[src/rtl/keypad_scanner_if.sv]
// Keypad matrix lines plus the key-code/flag pair handed to the controller.
// The scanner takes the master side; the keypad and controller take the slave side.
interface keypad_scanner_if;
   logic [3:0] Col;
   logic [3:0] Row;
   logic [3:0] NumIn;
   logic       Flag;
   logic       KeyValid;

   modport master (input Col, output Row, output NumIn, output Flag, output KeyValid);
   modport slave  (output Col, input Row, input NumIn, input Flag, input KeyValid);
endinterface

[src/rtl/keypad_scanner.sv]
// 4x4 matrix keypad scanner: row scan, press/release debounce, and one key code per press.
// Flag stays high while a debounced key is held; NumIn is stable across its falling edge.
module keypad_scanner #(
   parameter int SCAN_DIV = 4,
   parameter int DEB_CNT  = 8
) (
   input  logic             Clk1,
   input  logic             Rst_n,
   keypad_scanner_if.master kp
);

   localparam int CMAX = (SCAN_DIV > DEB_CNT) ? SCAN_DIV : DEB_CNT;
   localparam int CW   = $clog2(CMAX + 1);
   localparam logic [CW-1:0] DWELL_LAST = CW'(SCAN_DIV - 1);
   localparam logic [CW-1:0] DEB_LAST   = CW'(DEB_CNT - 1);

   typedef enum logic [1:0] {SCAN, PDEB, HELD, RDEB} state_t;

   state_t        state;
   logic [3:0]    col_meta;
   logic [3:0]    col_s;
   logic [3:0]    cap;
   logic [1:0]    row_idx;
   logic [1:0]    row_next;
   logic [3:0]    row_next_pat;
   logic [CW-1:0] dwell;
   logic [CW-1:0] deb;

   function automatic logic single_low(input logic [3:0] v);
      return (v == 4'b1110) || (v == 4'b1101) || (v == 4'b1011) || (v == 4'b0111);
   endfunction

   function automatic logic [1:0] col_index(input logic [3:0] v);
      case (v)
         4'b1110: return 2'd0;
         4'b1101: return 2'd1;
         4'b1011: return 2'd2;
         default: return 2'd3;
      endcase
   endfunction

   function automatic logic [3:0] key_code(input logic [1:0] r, input logic [1:0] c);
      case ({r, c})
         4'h0: return 4'd1;
         4'h1: return 4'd2;
         4'h2: return 4'd3;
         4'h3: return 4'd10;
         4'h4: return 4'd4;
         4'h5: return 4'd5;
         4'h6: return 4'd6;
         4'h7: return 4'd11;
         4'h8: return 4'd7;
         4'h9: return 4'd8;
         4'hA: return 4'd9;
         4'hB: return 4'd12;
         4'hC: return 4'd14;
         4'hD: return 4'd0;
         4'hE: return 4'd15;
         default: return 4'd13;
      endcase
   endfunction

   function automatic logic [CW-1:0] sat_inc(input logic [CW-1:0] x);
      return (x == '1) ? x : x + 1'b1;
   endfunction

   always_comb begin
      row_next     = row_idx + 2'd1;
      row_next_pat = ~(4'b0001 << row_next);
   end

   always_ff @(posedge Clk1 or negedge Rst_n) begin
      if (!Rst_n) begin
         col_meta    <= '1;
         col_s       <= '1;
         cap         <= '1;
         state       <= SCAN;
         row_idx     <= '0;
         dwell       <= '0;
         deb         <= '0;
         kp.Row      <= 4'b1110;
         kp.NumIn    <= '0;
         kp.Flag     <= 1'b0;
         kp.KeyValid <= 1'b0;
      end else begin
         col_meta    <= kp.Col;
         col_s       <= col_meta;
         kp.KeyValid <= 1'b0;
         case (state)
            SCAN: begin
               // Sample only on the last dwell cycle so the synchroniser has settled on this row.
               if (dwell == DWELL_LAST) begin
                  dwell <= '0;
                  if (single_low(col_s)) begin
                     cap   <= col_s;
                     deb   <= '0;
                     state <= PDEB;
                  end else begin
                     row_idx <= row_next;
                     kp.Row  <= row_next_pat;
                  end
               end else begin
                  dwell <= sat_inc(dwell);
               end
            end
            PDEB: begin
               if (col_s == cap) begin
                  if (deb == DEB_LAST) begin
                     deb      <= '0;
                     kp.NumIn <= key_code(row_idx, col_index(cap));
                     kp.Flag  <= 1'b1;
                     state    <= HELD;
                  end else begin
                     deb <= sat_inc(deb);
                  end
               end else begin
                  deb     <= '0;
                  row_idx <= row_next;
                  kp.Row  <= row_next_pat;
                  state   <= SCAN;
               end
            end
            HELD: begin
               if (col_s == 4'b1111) begin
                  deb   <= '0;
                  state <= RDEB;
               end
            end
            RDEB: begin
               if (col_s == 4'b1111) begin
                  if (deb == DEB_LAST) begin
                     deb         <= '0;
                     kp.Flag     <= 1'b0;
                     kp.KeyValid <= 1'b1;
                     row_idx     <= row_next;
                     kp.Row      <= row_next_pat;
                     state       <= SCAN;
                  end else begin
                     deb <= sat_inc(deb);
                  end
               end else begin
                  state <= HELD;
               end
            end
            default: state <= SCAN;
         endcase
      end
   end

endmodule
[src/flat_wrapper.sv]
// flat-port wrapper written by rule: the top's interface ports become plain ports
module keypad_scanner_flat 
#(
   parameter int SCAN_DIV = 4,
   parameter int DEB_CNT  = 8
)
  (Clk1, Rst_n, kp_Col, kp_Row, kp_NumIn, kp_Flag, kp_KeyValid);
  keypad_scanner_if kp_i ();
  input  logic Clk1;
  input  logic Rst_n;
  input wire logic [$bits(kp_i.Col)-1:0] kp_Col;
  output wire logic [$bits(kp_i.Row)-1:0] kp_Row;
  output wire logic [$bits(kp_i.NumIn)-1:0] kp_NumIn;
  output wire logic [$bits(kp_i.Flag)-1:0] kp_Flag;
  output wire logic [$bits(kp_i.KeyValid)-1:0] kp_KeyValid;
  assign kp_i.Col = kp_Col;
  assign kp_Row = kp_i.Row;
  assign kp_NumIn = kp_i.NumIn;
  assign kp_Flag = kp_i.Flag;
  assign kp_KeyValid = kp_i.KeyValid;
  keypad_scanner #(.SCAN_DIV(SCAN_DIV), .DEB_CNT(DEB_CNT)) u_core (.Clk1(Clk1), .Rst_n(Rst_n), .kp(kp_i));
endmodule
[config.mk]
export PLATFORM = sky130hd
export DESIGN_NAME = keypad_scanner_flat
export DESIGN_NICKNAME = d
export VERILOG_FILES = /design/src/rtl/keypad_scanner_if.sv /design/src/rtl/keypad_scanner.sv /design/src/flat_wrapper.sv
export SDC_FILE = /design/constraint.sdc
export NUM_CORES = 1
export LEC_CHECK = 0
export BUFFER_PORTS_ARGS = -buffer_cell sky130_fd_sc_hd__buf_2
export CAP_MARGIN = 20
export CORE_MARGIN = 8
export CORE_UTILIZATION = 63
export CTS_CLUSTER_SIZE = 30
export DETAILED_ROUTE_END_ITERATION = 12
export PLACE_DENSITY = 0.85
export SYNTH_ARGS = -nofsm -noshare
export SYNTH_HDL_FRONTEND = slang
export SYNTH_SLANG_ARGS = --single-unit
[constraint.sdc]
create_clock -name Clk1 -period 4.5 [get_ports Clk1]
set_clock_uncertainty 0.05 [all_clocks]
set_input_delay 0 -clock Clk1 [delete_from_list [all_inputs] [get_ports Clk1]]
set_output_delay 0 -clock Clk1 [all_outputs]
set_load 0.01 [all_outputs]
==> results.sh, run 1 <==
export IMPL_outcome="finished clean"
export IMPL_yosysWarningCount=0
export IMPL_cts_resized=0
export IMPL_die_h_um=69.6
export IMPL_cp_top_family="simple AND/OR/NAND/NOR gates"
export IMPL_postSynthCellCount=154
export IMPL_power_per_cell_area_mw_per_mm2=529
export IMPL_critPathKind="reg -> reg"
export IMPL_routed_wl_um=3220
export IMPL_drt_iter0_markers=55
export IMPL_cts_made_buffers=5
export IMPL_cts_root_buf="clkbuf_4"
export IMPL_final_antenna_net_count=0
export IMPL_cts_max_level=2
export IMPL_netlist_area_mm2=0.00181
export IMPL_area_growth_pct=10.3
export IMPL_finalNetCount=192
export IMPL_crit_path_max_incr_delay_ps=490
export IMPL_hold_ws_ps=189
export IMPL_via_count=1214
export IMPL_cp_max_fo=6
export IMPL_worstSkewPairLatency_ps=340
export IMPL_grt_usage_pct=14.0
export IMPL_layout_min_cycle_time_ps=2140
export IMPL_async_reset_ff_share_pct=100
export IMPL_total_power_mw=1.05
export IMPL_path_buf_inv=0
export IMPL_synthAdderAreaFrac_pct=6.92
export IMPL_initial_core_util_pct=66.1
export IMPL_synthFlopType="dfrtp_1"
export IMPL_r2r_end="u_core.row_idx[1]"
export IMPL_synth_simple_area_share_pct=11.8
export IMPL_timing_final_ws_setup_ps=2360
export IMPL_syn_area_per_cell_um2=11.7
export IMPL_min_path_type="in -> async"
export IMPL_num_antenna_cells=0
export IMPL_fmax_ghz=0.467
export IMPL_routedWlPerCell_um=15.5
export IMPL_finalCritPeriodShare_pct=47.6
export IMPL_grt_pass1_wl_um=5550
export IMPL_relSlewSlack_pct=53.4
export IMPL_clock_sinks=34
export IMPL_cp_data_arrival_time_ps=2330
export IMPL_synthXorXnorAreaFrac_pct=3.88
export IMPL_place_inst=195
export IMPL_ir_worst_vdd_mv=0.453
export IMPL_hold_viol=0
export IMPL_io_buffers=15
export IMPL_fin_tns_setup_ps=0
export IMPL_r2r_start="u_core.dwell[0]"
export IMPL_cp_end_kind="flip-flop"
export IMPL_rsz0062_at_grt="false"
export IMPL_syn_nets=170
export IMPL_row_count=19
export IMPL_cts_tree="yes"
export IMPL_design_portCount=16
export IMPL_clockBufferDepth=2
export IMPL_path_clk_slew_ps=110
export IMPL_yosysSeqAreaShare_pct=48.1
export IMPL_drc=0
export IMPL_setup_viol=0
export IMPL_synth_edf_count=0
export IMPL_drv_cap=0
export IMPL_grt_pass1_vias=1258
export IMPL_critPathSlowestCell="or3b_2"
export IMPL_firstDrtPassIters=4
export IMPL_drive_above_1_share_pct=32.8
export IMPL_dp_hpwl_um=2290
export IMPL_routabilityCongestion=0.793
export IMPL_grt_max_degree=35
export IMPL_synth_seq_cells=34
export IMPL_cp_required_ps=4690
export IMPL_synth_top_family_by_area="multiplexers"
export IMPL_die_area_mm2=0.00484
export IMPL_synth_distinct_cells=43
export IMPL_muxShareOfSynthArea_pct=14.0
export IMPL_core_mm2=0.00273
export IMPL_pre_cts_ws_ps=2370
export IMPL_grt_ovfl_total=0
export IMPL_worstPathCellList="ha_1 -> or3b_2 -> nor2_1 -> o211a_1 -> mux2_4"
export IMPL_maxSlewViolCount=0
export IMPL_instances_no_fill=208
export IMPL_p_leak_nw=0.919
export IMPL_tightest_slew_ps=698
export IMPL_r2r_cells=5
export IMPL_grt_antenna_before_repair=0
export IMPL_rrSetupSlack_ps=2360
export IMPL_synth_compound_area_share_pct=9.34
export IMPL_die_w_um=69.6
export IMPL_startpoint_type="flip-flop"
export IMPL_vias_per_cell=5.84
routing by layer:
| metal | up-vias | track usage [%] | wire, µm |
|---|---|---|---|
| met5 | - | 0 | 0 |
| met4 | 0 | 6.83 | 68 |
| met3 | 8 | 5.58 | 168 |
| met2 | 31 | 24.1 | 1620 |
| met1 | 596 | 14.3 | 1370 |
| li1 | 579 | - | - |
registers in the layout, indices dropped and copies added (netlist names):
register / count
u_core.cap: 4
u_core.col_meta: 4
u_core.col_s: 4
u_core.deb: 4
u_core.dwell: 4
u_core.kp.NumIn: 4
u_core.kp.Row: 4
u_core.row_idx: 2
u_core.state: 2
u_core.kp.Flag: 1
u_core.kp.KeyValid: 1
power breakdown:
group	switching, mW	internal, mW	leakage (nW)
Sequential	0.0806	0.392	0.410
Clock	0.101	0.117	0.0385
Combinational	0.174	0.189	0.470
metrics by stage:
stage	area, µm²	utilization (%)
floorplan	1810	-
global placement	1870	68.2
detailed placement	1870	68.2
CTS	1990	73.0
global route	1990	73.0
finish	1990	73.0
worst reg2reg max path, stage by stage (launching register included):
cell	delay [ps]
dfrtp_1	440
ha_1	270
or3b_2	490
nor2_1	120
o211a_1	350
mux2_4	330
worst max-delay path by stage:
stage,endpoint,depth (start not counted),slack (ps),from
2_1_floorplan,u_core.kp.NumIn[1],6,2540,u_core.cap[0]
3_3_place_gp,u_core.row_idx[1],5,2450,u_core.dwell[0]
3_5_place_dp,u_core.row_idx[1],5,2370,u_core.dwell[0]
4_1_cts,u_core.row_idx[1],5,2350,u_core.dwell[0]
5_1_grt,u_core.row_idx[1],5,2280,u_core.dwell[0]
6_report,u_core.row_idx[1],5,2360,u_core.dwell[0]
repair_timing:
item / CTS / global route
hold endpoints to repair: 23 / 0
hold buffers: 5 / 0
setup buffers: 0 / 0
cell type report:
type / count / area, µm²
clock buffers: 6 / 41.3
repair buffers: 20 / 125
flip-flops and latches: 34 / 870
well taps: 31 / 38.8
inverters: 14 / 52.6
clock inverters: 2 / 37.5
multi-input cells: 101 / 830
fillers: 197 / 739
logic make-up after synthesis:
group | count (synthesis)
XOR/XNOR | 8
flip-flops | 34
AND/OR/NAND/NOR | 36
multiplexers | 22
AO/OA/AOI/OAI | 25
buffers and inverters | 19
adder cells (fa/ha/maj) | 10
cell usage after synthesis (all sizes together), types with 4 or more instances:
cell type / n / share of area [%]
a21oi: 4 / 1.1
dfrtp: 19 / 26
dfstp: 15 / 22
ha: 10 / 6.9
inv: 14 / 2.9
mux2: 13 / 8.3
mux2i: 8 / 4.4
nand2: 10 / 2.1
nor2: 8 / 1.8
o211ai: 4 / 1.7
o21ai: 5 / 1.4
xor2: 6 / 2.9
cells in the final DEF, fill, tap and decap left out, types with 2 or more instances in the layout:
master and instances:
mux2i_1 8, mux2_2 12, xor2_1 6, nor3_1 2, nand2_1 10, dfrtp_1 19, clkbuf_4 5, ha_1 10
a21oi_1 4, xnor2_1 2, nand4_1 3, nand4b_1 3, o21ai_0 5, dlygate4sd3_1 5, nor2_1 7, buf_2 15
a22o_1 2, inv_1 14, o211ai_1 4, a31oi_1 2, dfstp_2 15
Note: power is estimated with default switching activity, not from simulation.
==> run 2: changes to the inputs <==
Settings changed: ABC_AREA set to 1, CORE_UTILIZATION 63 to 54, PLACE_DENSITY 0.85 to 0.77.
Clock period 4.5 ns to 1.8 ns, I/O delays scaled along.
==> run 2 against run 1 <==
Core utilization decreased by 7.9 points; synthesized cell count grew 69%; via count increased by 37%; largest cell class is now multi-input gates.
==> results.sh, run 2 <==
export IMPL_synth_seq_cells=34
export IMPL_finalNetCount=302
export IMPL_pre_cts_ws_ps=120
export IMPL_cpMostUsedCell="nand2_1"
export IMPL_drc=0
export IMPL_r2r_end="u_core.kp.NumIn[1]"
export IMPL_grt_usage_pct=13.1
export IMPL_async_reset_ff_share_pct=100
export IMPL_synthFlopType="dfrtp_1"
export IMPL_yosysSeqAreaShare_pct=41.9
export IMPL_yosysTopAreaCell="dfrtp_1"
export IMPL_timing_final_ws_setup_ps=153
export IMPL_relSlewSlack_pct=50.9
export IMPL_area_growth_pct=15.8
export IMPL_final_core_util_pct=65.1
export IMPL_most_common_layout_cells="nand2_1, inv_1, dfrtp_1"
export IMPL_row_count=22
export IMPL_cts_root_buf="clkbuf_8"
export IMPL_cp_end_kind="flip-flop"
export IMPL_routed_wl_um=3830
export IMPL_path_clk_slew_ps=80
export IMPL_startpoint_type="flip-flop"
export IMPL_worstSkewPairLatency_ps=290
export IMPL_cp_max_fo=6
export IMPL_vias_per_cell=4.95
export IMPL_layout_min_cycle_time_ps=1650
export IMPL_yosysMostFrequentCell="nand2_1"
export IMPL_power_per_cell_area_mw_per_mm2=1350
export IMPL_r2r_cells=12
export IMPL_clockBufferDepth=2
export IMPL_tightest_slew_ps=737
export IMPL_synth_distinct_cells=30
export IMPL_die_h_um=78.0
export IMPL_r2r_start="u_core.cap[2]"
export IMPL_cts_made_buffers=5
export IMPL_core_mm2=0.00369
export IMPL_rrSetupSlack_ps=150
export IMPL_final_antenna_net_count=0
export IMPL_drv_cap=0
export IMPL_regArea_um2=870
export IMPL_firstDrtPassIters=5
export IMPL_drive_above_1_share_pct=26.1
export IMPL_hold_viol=0
export IMPL_finalCritPeriodShare_pct=91.5
export IMPL_crit_path_max_incr_delay_ps=590
export IMPL_multi_input_area_mm2=0.00108
export IMPL_critPathSlowestCell="dfstp_2"
export IMPL_initial_core_util_pct=56.2
export IMPL_clock_sinks=34
export IMPL_worstPathCellList="inv_2 -> nand2_1 -> nand2_1 -> nand2_2 -> inv_1 -> ha_1 -> nor2_1 -> o21bai_1 -> nand2_1 -> nand2_1 -> nand2_1 -> nand2_1"
export IMPL_syn_area_per_cell_um2=7.97
export IMPL_cp_data_arrival_time_ps=1830
export IMPL_cts_tree="yes"
export IMPL_netlist_area_mm2=0.00207
export IMPL_syn_nets=276
export IMPL_critPathKind="reg -> reg"
export IMPL_grt_pass1_wl_um=6630
export IMPL_outcome="finished clean"
export IMPL_routedWlPerCell_um=11.4
export IMPL_yosysWarningCount=0
export IMPL_ir_worst_vdd_mv=0.846
export IMPL_min_path_type="in -> async"
export IMPL_fin_tns_setup_ps=0
export IMPL_grt_max_degree=35
export IMPL_postSynthCellCount=260
export IMPL_die_area_mm2=0.00608
export IMPL_dp_hpwl_um=2790
export IMPL_setup_viol=0
export IMPL_final_fill_count=313
export IMPL_cts_max_level=2
export IMPL_final_common_cell="nand2_1"
export IMPL_drt_iter0_markers=77
export IMPL_grt_pass1_vias=1512
export IMPL_maxSlewViolCount=0
export IMPL_grt_ovfl_total=0
export IMPL_grt_antenna_before_repair=0
export IMPL_yosys_top_cells_count="nand2_1, inv_1, dfrtp_1, dfstp_2"
export IMPL_synth_area_leaders="dfrtp_1, dfstp_2, nand2_1"
export IMPL_rsz0062_at_grt="false"
export IMPL_p_leak_nw=1.28
export IMPL_fmax_ghz=0.607
export IMPL_routabilityCongestion=0.849
export IMPL_via_count=1659
export IMPL_synth_top_area_share_pct=22.9
export IMPL_design_portCount=16
export IMPL_total_power_mw=3.25
export IMPL_num_antenna_cells=0
export IMPL_io_buffers=15
export IMPL_synth_edf_count=0
export IMPL_die_w_um=78.0
export IMPL_cp_required_ps=1980
-- run 2: timing repair --
item | CTS | global route
endpoints found under the hold margin | 23 | 0
hold buffers | 5 | 0
resized for setup | 0 | 3
endpoints found under the setup margin | 0 | 4
setup buffers | 0 | 1
-- run 2: cells by family after synthesis --
group	Yosys count	share of synthesized area [%]
compound gates	19	5.19
buf+inv	35	6.58
fa+ha+maj	10	6.04
xor+xnor	3	1.27
flops	34	41.9
simple gates	159	39.0
-- run 2: worst max-delay path by stage --
stage,startpoint,slack [ps],to,cells past startpoint
3_5_place_dp,u_core.cap[0],120,u_core.kp.NumIn[1],12
6_report,u_core.cap[2],150,u_core.kp.NumIn[1],12
2_1_floorplan,u_core.cap[0],230,u_core.kp.NumIn[2],9
5_1_grt,u_core.cap[3],10,u_core.kp.NumIn[2],7
4_1_cts,u_core.cap[0],90,u_core.kp.NumIn[1],12
3_3_place_gp,u_core.cap[0],170,u_core.kp.NumIn[1],12
-- run 2: where the power goes --
group	internal [mW]	switching, mW	leakage, nW
sequential	1.01	0.211	0.408
combinational	0.435	0.740	0.801
clock	0.555	0.299	0.0683
-- run 2: worst max-delay path: cells and delay by family (launching register included) --
kind / cells / cell delay (ps)
adder cells (fa/ha/maj): 1 / 180
AND/OR/NAND/NOR: 8 / 520
AO/OA/AOI/OAI: 1 / 120
buffers and inverters: 2 / 130
flip-flops: 1 / 590
-- run 2: area by class of cell --
cell class / instances / share of cell area (%)
Clock buffer: 5 / 2.87
Tap cell: 48 / 2.50
Clock inverter: 3 / 2.87
Multi-Input combinational cell: 191 / 44.9
Inverter: 33 / 5.16
Sequential cell: 34 / 36.2
Timing Repair Buffer: 21 / 5.52
-- run 2: routing by layer --
layer | vias to the layer above | wire length [µm] | GRT usage, %
met3 | 6 | 205 | 3.80
met4 | 0 | 47 | 3.89
li1 | 874 | - | -
met5 | - | 0 | 0
met2 | 31 | 1780 | 21.3
met1 | 748 | 1800 | 16.6
-- run 2: metrics by stage --
step / std cells / hold WS, ps / instance area, µm²
floorplan: 260 / -346 / 2070
global placement: 321 / 51.0 / 2200
detailed placement: 321 / 56.2 / 2200
CTS: 334 / 279 / 2380
global route: 335 / 299 / 2400
finish: 335 / 253 / 2400
==> run 3: changes to the inputs <==
Settings changed: CORE_UTILIZATION 54 to 59, PLACE_DENSITY 0.77 to 0.8.
Clock period 1.8 ns to 1.81 ns, I/O delays scaled along.
==> run 3 against run 2 <==
Sequential share of layout area rose by 1.4 points; critical endpoint unchanged; critical path type unchanged; global-route usage increased by 2.0 points; cell count is 0.60% lower; design area down 3.6%; die area fell by 6.8%; largest cell class unchanged; non-clock buffer count is the same.
==> results.sh, run 3 (synthesis results as in run 2) <==
export IMPL_path_clk_slew_ps=110
export IMPL_r2r_cells=12
export IMPL_grt_usage_pct=15.1
export IMPL_hold_ws_ps=202
export IMPL_critPathSlowestCell="dfstp_2"
export IMPL_grt_antenna_before_repair=0
export IMPL_instances_no_fill=333
export IMPL_power_per_cell_area_mw_per_mm2=1220
export IMPL_io_buffers=15
export IMPL_r2r_start="u_core.cap[2]"
export IMPL_fmax_ghz=0.598
export IMPL_design_portCount=16
export IMPL_rsz0062_at_grt="false"
export IMPL_total_power_mw=2.81
export IMPL_grt_pass1_wl_um=6520
export IMPL_p_leak_nw=1.24
export IMPL_cp_top_family="flip-flops"
export IMPL_dp_hpwl_um=2870
export IMPL_die_area_mm2=0.00567
export IMPL_cp_data_arrival_time_ps=1910
export IMPL_vias_per_cell=4.87
export IMPL_layout_min_cycle_time_ps=1670
export IMPL_clock_sinks=34
export IMPL_relSlewSlack_pct=50.8
export IMPL_maxSlewViolCount=0
export IMPL_timing_final_ws_setup_ps=139
export IMPL_drv_cap=0
export IMPL_pre_cts_ws_ps=127
export IMPL_grt_ovfl_total=0
export IMPL_die_w_um=75.3
export IMPL_finalNetCount=302
export IMPL_final_antenna_net_count=0
export IMPL_cts_max_level=2
export IMPL_firstDrtPassIters=4
export IMPL_finalCritPeriodShare_pct=92.3
export IMPL_area_growth_pct=11.6
export IMPL_critPathKind="reg -> reg"
export IMPL_place_inst=319
export IMPL_core_mm2=0.00336
export IMPL_cts_made_buffers=5
export IMPL_cp_end_kind="flip-flop"
export IMPL_die_h_um=75.3
export IMPL_startpoint="u_core.cap[2]"
export IMPL_grt_max_degree=35
export IMPL_routed_wl_um=3860
export IMPL_tightest_slew_ps=738
export IMPL_routedWlPerCell_um=11.6
export IMPL_path_buf_inv=2
export IMPL_worstPathCellList="inv_2 -> nand2_1 -> nand2_1 -> nand2_2 -> inv_1 -> ha_1 -> nor2_1 -> o21bai_1 -> nand2_1 -> nand2_1 -> nand2_1 -> nand2_1"
export IMPL_drt_iter0_markers=57
export IMPL_startpoint_type="flip-flop"
export IMPL_setup_viol=0
export IMPL_ir_worst_vdd_mv=0.851
export IMPL_min_path_type="in -> async"
export IMPL_initial_core_util_pct=61.6
export IMPL_hold_viol=0
export IMPL_num_antenna_cells=0
export IMPL_clockBufferDepth=2
export IMPL_most_common_layout_cells="nand2_1, inv_1, dfrtp_1"
export IMPL_routabilityCongestion=0.887
export IMPL_row_count=21
export IMPL_outcome="finished clean"
export IMPL_cp_required_ps=2050
export IMPL_worstSkewPairLatency_ps=340
export IMPL_crit_path_max_incr_delay_ps=600
export IMPL_cp_max_fo=6
export IMPL_grt_pass1_vias=1536
export IMPL_via_count=1623
export IMPL_drc=0
export IMPL_drive_above_1_share_pct=26.1
export IMPL_cts_tree="yes"
export IMPL_cpMostUsedCell="nand2_1"
export IMPL_rrSetupSlack_ps=140
export IMPL_r2r_end="u_core.kp.NumIn[1]"
export IMPL_cts_root_buf="clkbuf_4"
export IMPL_final_common_cell="nand2_1"
export IMPL_fin_tns_setup_ps=0
[run 3: worst max-delay path by stage]
stage	depth (start not counted)	endpoint	slack [ps]
finish	12	u_core.kp.NumIn[1]	140
global route	12	u_core.kp.NumIn[1]	3
CTS	12	u_core.kp.NumIn[1]	100
detailed placement	9	u_core.kp.NumIn[2]	130
global placement	12	u_core.kp.NumIn[1]	180
floorplan	9	u_core.kp.NumIn[2]	240
[run 3: metrics by stage]
| step | cell area [µm²] | util, % |
|---|---|---|
| after floorplan | 2070 | - |
| after global placement | 2190 | 65.2 |
| after detailed placement | 2190 | 65.2 |
| after CTS | 2300 | 68.5 |
| after global routing | 2310 | 68.8 |
| final | 2310 | 68.8 |
[run 3: area by class of cell]
class	count	area [µm²]
Clock buffer	5	37.5
Clock inverter	3	21.3
Fill cell	295	1050
Inverter	33	124
Multi-Input combinational cell	191	1070
Sequential cell	34	870
Tap cell	46	57.6
Timing Repair Buffer	21	133
[run 3: metal layers]
| layer | track usage, % | wire length, µm | part of all wire, % | vias up |
|---|---|---|---|---|
| met5 | 0 | 0 | 0 | - |
| met4 | 6.40 | 68 | 1.8 | 0 |
| met3 | 4.13 | 222 | 5.8 | 6 |
| met2 | 25.9 | 1770 | 46 | 31 |
| met1 | 17.2 | 1790 | 47 | 712 |
| li1 | - | - | - | 874 |
[run 3: power breakdown]
part           switching [mW]  internal, mW  total, mW
sequential              0.214          1.00       1.22
clock                   0.272         0.151      0.423
combinational           0.742         0.432       1.17
total                    1.23          1.59       2.81
[run 3: timing repair]
item                       in CTS  in global routing
setup endpoints to repair       0                  2
hold buffers                    5                  0
hold endpoints to repair       23                  0
setup buffers                   0                  1
gates resized for setup         0                  2
